### src/rtl/cv32e40s_mpu_ordq_pkg.sv
// cv32e40s_mpu_ordq_pkg: shared types for the MPU in-order response queue.
package cv32e40s_mpu_ordq_pkg;

    localparam int MPU_ORDQ_MAX_DEPTH = 8;

    typedef enum logic [1:0] {
        MPU_OK       = 2'd0,
        MPU_RE_FAULT = 2'd1,
        MPU_WR_FAULT = 2'd2
    } mpu_status_e;

    typedef struct packed {
        logic [31:0] addr;
        logic        we;
        logic [3:0]  be;
        logic [31:0] wdata;
    } obi_inst_req_t;

    typedef struct packed {
        logic [31:0] rdata;
        logic        err;
    } obi_inst_resp_t;

    typedef struct packed {
        obi_inst_resp_t bus_resp;
        mpu_status_e    mpu_status;
        logic           wpt_match;
    } inst_resp_t;

    typedef struct packed {
        logic           is_err;
        logic           is_wr;
        logic           rsp_vld;
        obi_inst_resp_t rsp;
    } ordq_entry_t;

endpackage

### src/rtl/cv32e40s_mpu_ordq_pick.sv
// cv32e40s_mpu_ordq_pick: finds the oldest matching queue slot, scanning
// in age order starting at rd_ptr.
module cv32e40s_mpu_ordq_pick
    import cv32e40s_mpu_ordq_pkg::*;
#(
    parameter int DEPTH = 2,
    parameter int PW    = 1
) (
    input  logic [DEPTH-1:0] match,
    input  logic [PW-1:0]    rd_ptr,
    output logic             found,
    output logic [PW-1:0]    idx
);

    logic [PW-1:0] j;

    // Descending scan so the slot closest to rd_ptr wins.
    always_comb begin
        found = 1'b0;
        idx   = '0;
        j     = '0;
        for (int k = DEPTH - 1; k >= 0; k--) begin
            j = PW'((int'(rd_ptr) + k) % DEPTH);
            if (match[j]) begin
                found = 1'b1;
                idx   = j;
            end
        end
    end

endmodule

### src/rtl/cv32e40s_mpu_ordq.sv
// cv32e40s_mpu_ordq: non-blocking in-order response queue returning PMA/PMP
// faults and bus responses to the core in program order.
module cv32e40s_mpu_ordq
    import cv32e40s_mpu_ordq_pkg::*;
#(
    parameter int  IF_STAGE       = 1,
    parameter type CORE_REQ_TYPE  = obi_inst_req_t,
    parameter type CORE_RESP_TYPE = inst_resp_t,
    parameter type BUS_RESP_TYPE  = obi_inst_resp_t,
    parameter int  DEPTH          = 2
) (
    input  logic                       clk,
    input  logic                       rst_n,
    input  logic                       core_trans_valid_i,
    output logic                       core_trans_ready_o,
    input  CORE_REQ_TYPE               core_trans_i,
    input  logic                       chk_err_i,
    output logic                       bus_trans_valid_o,
    input  logic                       bus_trans_ready_i,
    output CORE_REQ_TYPE               bus_trans_o,
    input  logic                       bus_resp_valid_i,
    input  BUS_RESP_TYPE               bus_resp_i,
    output logic                       core_resp_valid_o,
    output CORE_RESP_TYPE              core_resp_o,
    output logic                       core_mpu_err_o,
    output logic [$clog2(DEPTH+1)-1:0] txn_cnt_o
);

    localparam int PW = (DEPTH > 1) ? $clog2(DEPTH) : 1;
    localparam int CW = $clog2(DEPTH + 1);

    if (DEPTH < 1 || DEPTH > MPU_ORDQ_MAX_DEPTH) begin : g_bad_depth
        $error("cv32e40s_mpu_ordq: DEPTH out of range");
    end

    typedef struct packed {
        logic         is_err;
        logic         is_wr;
        logic         rsp_vld;
        BUS_RESP_TYPE rsp;
    } entry_t;

    entry_t           q [DEPTH];
    entry_t           head;
    logic [DEPTH-1:0] vld;
    logic [DEPTH-1:0] tgt;
    logic [PW-1:0]    rd_ptr;
    logic [PW-1:0]    wr_ptr;
    logic [PW-1:0]    tgt_idx;
    logic [CW-1:0]    count;
    logic             full;
    logic             push;
    logic             pop;
    logic             bypass;
    logic             store;
    logic             tgt_found;

    function automatic logic [PW-1:0] nxt(input logic [PW-1:0] p);
        return (p == PW'(DEPTH - 1)) ? '0 : p + 1'b1;
    endfunction

    for (genvar i = 0; i < DEPTH; i++) begin : g_tgt
        assign tgt[i] = vld[i] && !q[i].is_err && !q[i].rsp_vld;
    end

    cv32e40s_mpu_ordq_pick #(
        .DEPTH (DEPTH),
        .PW    (PW)
    ) u_pick (
        .match  (tgt),
        .rd_ptr (rd_ptr),
        .found  (tgt_found),
        .idx    (tgt_idx)
    );

    assign full               = count == CW'(DEPTH);
    assign head               = q[rd_ptr];
    assign bus_trans_o        = core_trans_i;
    assign bus_trans_valid_o  = core_trans_valid_i && !chk_err_i && !full;
    assign core_trans_ready_o = !full && (chk_err_i || bus_trans_ready_i);
    assign core_mpu_err_o     = core_trans_valid_i && chk_err_i;
    assign push               = core_trans_valid_i && core_trans_ready_o;
    assign bypass             = vld[rd_ptr] && !head.is_err && !head.rsp_vld && bus_resp_valid_i
                                && tgt_found && (tgt_idx == rd_ptr);
    assign pop                = vld[rd_ptr] && (head.is_err || head.rsp_vld || bypass);
    assign store              = bus_resp_valid_i && tgt_found && !bypass;
    assign core_resp_valid_o  = pop;
    assign txn_cnt_o          = count;

    always_comb begin
        core_resp_o            = '0;
        core_resp_o.mpu_status = (pop && head.is_err) ? (head.is_wr ? MPU_WR_FAULT : MPU_RE_FAULT) : MPU_OK;
        core_resp_o.bus_resp   = (pop && !head.is_err) ? (head.rsp_vld ? head.rsp : bus_resp_i) : BUS_RESP_TYPE'('0);
    end

    always_ff @(posedge clk or negedge rst_n) begin
        if (!rst_n) begin
            vld    <= '0;
            rd_ptr <= '0;
            wr_ptr <= '0;
            count  <= '0;
            for (int i = 0; i < DEPTH; i++) q[i] <= '0;
        end else begin
            if (store) begin
                q[tgt_idx].rsp_vld <= 1'b1;
                q[tgt_idx].rsp     <= bus_resp_i;
            end
            if (pop) begin
                vld[rd_ptr] <= 1'b0;
                rd_ptr      <= nxt(rd_ptr);
            end
            if (push) begin
                vld[wr_ptr]       <= 1'b1;
                q[wr_ptr].is_err  <= chk_err_i;
                q[wr_ptr].is_wr   <= core_trans_i.we && (IF_STAGE == 0);
                q[wr_ptr].rsp_vld <= 1'b0;
                wr_ptr            <= nxt(wr_ptr);
            end
            count <= count + CW'(push) - CW'(pop);
        end
    end

    a_resp_has_target: assert property (@(posedge clk) disable iff (!rst_n) bus_resp_valid_i |-> tgt_found);

endmodule

### config.mk
export PLATFORM = sky130hd
export DESIGN_NAME = cv32e40s_mpu_ordq
export DESIGN_NICKNAME = d
export VERILOG_FILES = /design/src/rtl/cv32e40s_mpu_ordq_pkg.sv /design/src/rtl/cv32e40s_mpu_ordq_pick.sv /design/src/rtl/cv32e40s_mpu_ordq.sv
export SDC_FILE = /design/constraint.sdc
export NUM_CORES = 1
export LEC_CHECK = 0
export BUFFER_PORTS_ARGS = -buffer_cell sky130_fd_sc_hd__buf_2
export CORE_UTILIZATION = 30
export DETAILED_ROUTE_END_ITERATION = 7
export GPL_ROUTABILITY_DRIVEN = 0
export HOLD_SLACK_MARGIN = 0.1
export SYNTH_ARGS = -nofsm -noshare
export SYNTH_HDL_FRONTEND = slang
export SYNTH_HIERARCHICAL = 1
export SYNTH_SLANG_ARGS = --single-unit
### constraint.sdc
create_clock -name clk -period 2.13 [get_ports clk]
set_input_delay 0.1065 -clock clk [delete_from_list [all_inputs] [get_ports clk]]
set_output_delay 0.1065 -clock clk [all_outputs]
set_load 0.01 [all_outputs]
Yosys cells after proc, flatten, opt, wreduce, memory -nomap -nowiden --
Cells that the tools add are included.
Word-level totals: bits in latches 0, memory bits (writable) 0, word-level logic and storage cells 114, ROM bits 0, bits in registers 78, output and inout port bits 111, memories 0
Operators by class: add/subtract/negate cells 5, reductions and logical operators 35, shift operators 0, equal/unequal tests 2, muxes and demuxes 42, multiply operators 0, divide/modulo/power cells 0, $lt $le $gt $ge 10, bitwise operators 6
Operators by type and width (count):
- bitwise mux 72 bit | 5
- demux 36 bit (select 1 bit) | 5
- 2-to-1 mux 36 bit | 4
- 2-to-1 mux 72 bit | 2
- 2-to-1 mux 33 bit | 3
- 2-to-1 mux 34 bit | 2
- 2-to-1 mux 35 bit | 1
- logical AND 1 bit | 23
- 2-to-1 mux 1 bit | 14
- zero test 1 bit | 9
- 2-to-1 mux 2 bit | 4
- greater-or-equal comparator 2 bit, second input constant | 3
- less-than comparator 1 x 2 -> 1 bit, second input constant | 3
- inverter 1 -> 2 bit | 3
- less-than comparator 2 x 1 -> 1 bit, second input constant | 2
- adder 1 bit, second input constant | 3
- logical OR 1 bit | 3
- adder 2 x 1 -> 2 bit | 1
- AND 2 bit | 1
- demux 1 bit (select 1 bit) | 2
- equality test 2 bit, second input constant | 1
- greater-or-equal comparator 1 bit, second input constant | 2
- inverter 2 bit | 1
- bitwise OR 2 bit | 1
- 2 further kinds | 2

Depth between registers and ports, before layout --
depth in word-level cells 19, depth in mapped cells 12, gate-level depth less buffers 11

Modules after synthesis --
The synthesis kept the hierarchy.
By module, submodules not included:
- cv32e40s_mpu_ordq | area each 4804.6 µm², cells an instance 429, instances 1
- cv32e40s_mpu_ordq_pick | area each 17.5 µm², cells an instance 3, instances 1

Least setup slack after synthesis --
OpenSTA, ideal clock, no wires.
kind register to register, from register vld[1], to register count[1], in the netlist txn_cnt_o[1], cell stages (with the launch flop) 12, buffers on the path 0, setup slack -0.298 ns, data required time 2.007 ns, arrival time 2.305 ns, setup time 0.123 ns, cell sequence dfrtp_1 -> inv_1 -> nor3_1 -> a21boi_1 -> nand3b_1 -> o211a_1 -> a31oi_1 -> ha_1 -> inv_1 -> ha_1 -> xnor2_1 -> xnor2_1
On the way: longest elaborated chain between the ends 11, elaborated cells on any way between the ends 21
RTL lines:
- from (decl) | RTL line cv32e40s_mpu_ordq.sv:45 | logic [DEPTH-1:0] vld;
- from (signal assigned) | RTL line cv32e40s_mpu_ordq.sv:98 | vld <= '0;
- from (signal, indexed assignment) | RTL line cv32e40s_mpu_ordq.sv:109 | vld[rd_ptr] <= 1'b0;
- from (signal, indexed assignment) | RTL line cv32e40s_mpu_ordq.sv:113 | vld[wr_ptr] <= 1'b1;
- logical AND 1 bit (*) (2 in a row) | RTL line cv32e40s_mpu_ordq.sv:63 | assign tgt[i] = vld[i] && !q[i].is_err && !q[i].rsp_vld;
- via tgt[1] | RTL line cv32e40s_mpu_ordq.sv:46 | logic [DEPTH-1:0] tgt;
- 2-to-1 mux 1 bit (implied by the code) (2 in a row) | RTL line cv32e40s_mpu_ordq_pick.sv:24 | if (match[j]) begin
- 2-to-1 mux 1 bit | RTL line cv32e40s_mpu_ordq_pick.sv:24
- 2-to-1 mux 1 bit (*) | RTL line cv32e40s_mpu_ordq_pick.sv:24
- via tgt_idx | RTL line cv32e40s_mpu_ordq.sv:49 | logic [PW-1:0] tgt_idx;
- equality test 1 bit (*) | RTL line cv32e40s_mpu_ordq.sv:84 | && tgt_found && (tgt_idx == rd_ptr);
- logical AND 1 bit (*) | RTL line cv32e40s_mpu_ordq.sv:84
- logical OR 1 bit (*) | RTL line cv32e40s_mpu_ordq.sv:85 | assign pop = vld[rd_ptr] && (head.is_err || head.rsp_vld || bypass);
- logical AND 1 bit (*) | RTL line cv32e40s_mpu_ordq.sv:85
- via core_resp_valid_o | RTL line cv32e40s_mpu_ordq.sv:23 | output logic core_resp_valid_o,
- subtractor 2 x 1 -> 2 bit (*) | RTL line cv32e40s_mpu_ordq.sv:119 | count <= count + CW'(push) - CW'(pop);
- to (signal assigned) | RTL line cv32e40s_mpu_ordq.sv:119
- to (decl) | RTL line cv32e40s_mpu_ordq.sv:50 | logic [CW-1:0] count;
Mark *: on every way through the listed nets, which the timed path passes. The rest lies on a longest branch. The select of a mux whose other input is x is not followed. A chain may end at the register's enable or synchronous reset.

==> results_tabular.tex <==
\begin{tabular}{lr}
\hline
Metric & Value \\
\hline
\multicolumn{2}{l}{\textbf{Run status}} \\
Result of the run & finished with violations \\
Violations in the final reports & setup timing \\
\multicolumn{2}{l}{\textbf{Floorplan}} \\
Count of boundary I/O pins & 219 \\
Initial core utilization & 31.3\% \\
Die outline height & 129 um \\
Number of cell rows & 45 \\
Die Width & 129 um \\
Full die area & 16600 sq um \\
Core Box Area & 15400 sq um \\
\multicolumn{2}{l}{\textbf{Global routing}} \\
Antenna violations before repair & 0 \\
Pin count of the biggest net entering global routing & 50 \\
Via count of the first global-routing pass & 3778 \\
First-pass GRT wire length & 20.5 mm \\
Total global routing track utilization & 16.2\% \\
Residual overflow from global routing & 0 \\
\multicolumn{2}{l}{\textbf{Worst setup path}} \\
Max FO, Critical Path & 7 \\
Kind of start point of the critical path & flop \\
CP Class & reg2out \\
Endpoint class of the critical path & output pin \\
Most used cell along the critical path & buf\_6 \\
Maximum single-stage delay on the critical path & 410 ps \\
Crit path required time & 2020 ps \\
Cell breakdown of the critical path & nor3\_4 > a21boi\_4 > buf\_6 > nor3b\_4 > buf\_6 > buf\_6 > o2111ai\_1 > a21oi\_2 > buf\_2 \\
Slowest cell on crit path & dfrtp\_1 \\
Arrival time at the worst endpoint & 2230 ps \\
\multicolumn{2}{l}{\textbf{Placed design}} \\
Minimum setup slack after placement & -108 ps \\
Number of input and output port buffers inserted & 78 \\
DP HPWL & 8.26 mm \\
\multicolumn{2}{l}{\textbf{Yosys}} \\
Post-synth design cell area & 4820 sq um \\
Number of cells produced by synthesis & 432 \\
Post-synthesis cell type count & 39 \\
Library cell with the largest summed area after synthesis & dfrtp\_1 \\
Top post-synthesis cells by area & dfrtp\_1 39\%, mux2\_2 17\%, buf\_4 12\% \\
Syn Area/Cell & 11.2 sq um \\
Synthesis Warnings & 6 \\
Number of storage elements in the synthesis netlist & 76 \\
Post-synthesis sequential area ratio & 39.4\% \\
Top-area cell type share of the netlist area & 39.4\% \\
\multicolumn{2}{l}{\textbf{Timing}} \\
Final Slew Violations & 0 \\
Share of the cycle needed by the critical path after routing & 110\% \\
Final setup viols & 48 \\
Slew @ Worst Pin & 658 ps \\
Final critical delay including setup and external delays & 2340 ps \\
Slew Limit Headroom & 56.1\% \\
Worst-case clock skew & 10.2 ps \\
Min setup slack post-route & -211 ps \\
RSZ-0062 raised after global routing & true \\
Max Fclk & 427 MHz \\
Final hold violation count & 0 \\
\multicolumn{2}{l}{\textbf{Detailed routing}} \\
Per-cell routed wire length & 18.9 um \\
Final routed wirelength across all metal layers & 13.6 mm \\
Pre-antenna DRT Iters & 4 \\
Drt initial violations & 92 \\
Number of routed nets with antenna violations & 0 \\
Count of vias placed by the detailed router & 3569 \\
Via density & 4.95 \\
Number of DRC violations after detailed routing & 0 \\
\multicolumn{2}{l}{\textbf{Flow run}} \\
Max capacitance violation total & 0 \\
\multicolumn{2}{l}{\textbf{Cells and area}} \\
Proportion of layout cells with a drive suffix above 1 & 52.0\% \\
\# nets final & 615 \\
Number of fill cells in the layout & 1511 \\
N\_diodes & 0 \\
Combined area of the multi-input logic cells & 2300 sq um \\
Sequential Area & 1900 sq um \\
Most common cell after layout, fill and taps aside & buf\_2 \\
Signed area change from the synthesized netlist to the final layout & 30.7\% \\
Commonest cells after routing, fill and taps aside & 76 x buf\_2, 74 x dfrtp\_1, 67 x mux2\_2 \\
\multicolumn{2}{l}{\textbf{Clock tree}} \\
Inserted Clock Buffers & 9 \\
Number of clock sinks & 76 \\
H-Tree Depth & 3 \\
Longest Clk Path Bufs & 2 \\
Later-pin clock latency in the skew report & 340 ps \\
TritonCTS clock tree & yes \\
Root Buffer Master & clkbuf\_16 \\
CTS clock-pin slew for the worst setup and hold paths & 60 ps \\
\multicolumn{2}{l}{\textbf{Power and ir drop}} \\
Total power of the final layout & 9.34 mW \\
Pwr dens & 1480 nW/um\^{}2 \\
Leakage power & 2.72 nW \\
Worst-case vdd ir drop & 575 uV \\
\multicolumn{2}{l}{\textbf{Min path}} \\
Path type of the worst min-delay path & in2reg \\
\hline
\end{tabular}
report_power, final:
part / internal [mW] / switching (mW) / total, mW
Clock: 1.18 / 0.614 / 1.80
Combinational: 2.68 / 2.26 / 4.94
Sequential: 2.20 / 0.410 / 2.61
Total: 6.05 / 3.29 / 9.34
routing by layer:
metal / routed length, um / global-route usage, % / vias to the layer above
li1: - / - / 1637
met1: 5880 / 19.0 / 1792
met3: 549 / 3.12 / 42
met2: 6850 / 28.8 / 98
met5: 0 / 0 / -
met4: 316 / 7.06 / 0
cell families (layout without fill, tap and decap cells):
family | after synthesis | after routing | synth area share [%]
AO/OA/AOI/OAI | 82 | 82 | 12.3
XOR/XNOR | 3 | 3 | 0.545
adder cells (fa/ha/maj) | 2 | 2 | 0.519
buffers and inverters | 108 | 185 | 15.4
flip-flops | 76 | 76 | 39.4
multiplexers | 103 | 103 | 26.3
other | 1 | 2 | 0.0778
AND/OR/NAND/NOR | 57 | 57 | 5.48
through the flow:
step / TNS, ps / utilization (%) / instances / hold slack [ps] / instance area [sq um]
finish: -4660 / 40.9 / 721 / 120 / 6300
global route: -10050 / 40.9 / 721 / 141 / 6300
CTS: -5730 / 39.2 / 709 / 115 / 6040
detailed placement: -245 / 33.2 / 649 / 181 / 5120
global placement: 0 / 33.2 / 649 / 174 / 5120
floorplan: -56.0 / - / 433 / -189 / 4870
critical path, delay by kind of cell, from the launching register on:
kind	cells	cell delay (ps)
AOI/OAI and AO/OA	3	410
buffers and inverters	4	580
DFF	1	410
and+or+nand+nor	2	490
sequential cells by signal, summed over array words and instances (netlist names):
name and cells:
wr_ptr 1, txn_cnt_o 2, vld 2, rd_ptr 1, q 70
synthesized netlist by cell type (all sizes together):
master and instances:
o2111ai 33, and3 1, a31oi 3, buf 92, o211a 1, nand4 1
a311oi 1, nor2 3, mux2 102, nand2 36, dfrtp 76, and2 3
o21a 2, nor3b 1, ha 2, clkbuf 10, a21boi 1, or2 2
nand3b 1, nand3 4, inv 6, nor3 2, conb 1, xnor2 3
mux2i 1, nand2b 2, a21oi 35, o32a 1, o21ai 5, nand4b 1
final cells by class:
cell class | instances | share of cell area [%]
timing repair buffer | 163 | 23.3
tap | 211 | 4.19
clock inverter | 5 | 1.71
inverter | 6 | 0.357
multi-input combinational | 249 | 36.4
clock buffer | 11 | 3.85
sequential | 76 | 30.2
what timing repair did:
action,CTS,global route
cloned,3,6
setup endpoints to repair,51,101
hold buffers,35,0
buffers inserted,6,6
resized for setup,23,18
hold endpoints to repair,115,0
pin swaps,28,13
final timing paths:
check                              startpoint                endpoint  slack, ps  depth (start not counted)
hold / removal             core_trans_valid_i      wr_ptr$_DFFE_PN0P_        120                          3
setup reg to reg              q[69]$_DFF_PN0_  txn_cnt_o[1]$_DFF_PN0_       -100                         10
hold reg to reg            wr_ptr$_DFFE_PN0P_      wr_ptr$_DFFE_PN0P_        490                          1
min in group asynchronous               rst_n       q[31]$_DFFE_PN0P_        340                          2
setup / recovery              q[69]$_DFF_PN0_         core_resp_o[21]       -210                          9
max in group asynchronous               rst_n       q[56]$_DFFE_PN0P_       1100                          3
Note: power is estimated with default switching activity, not from simulation.
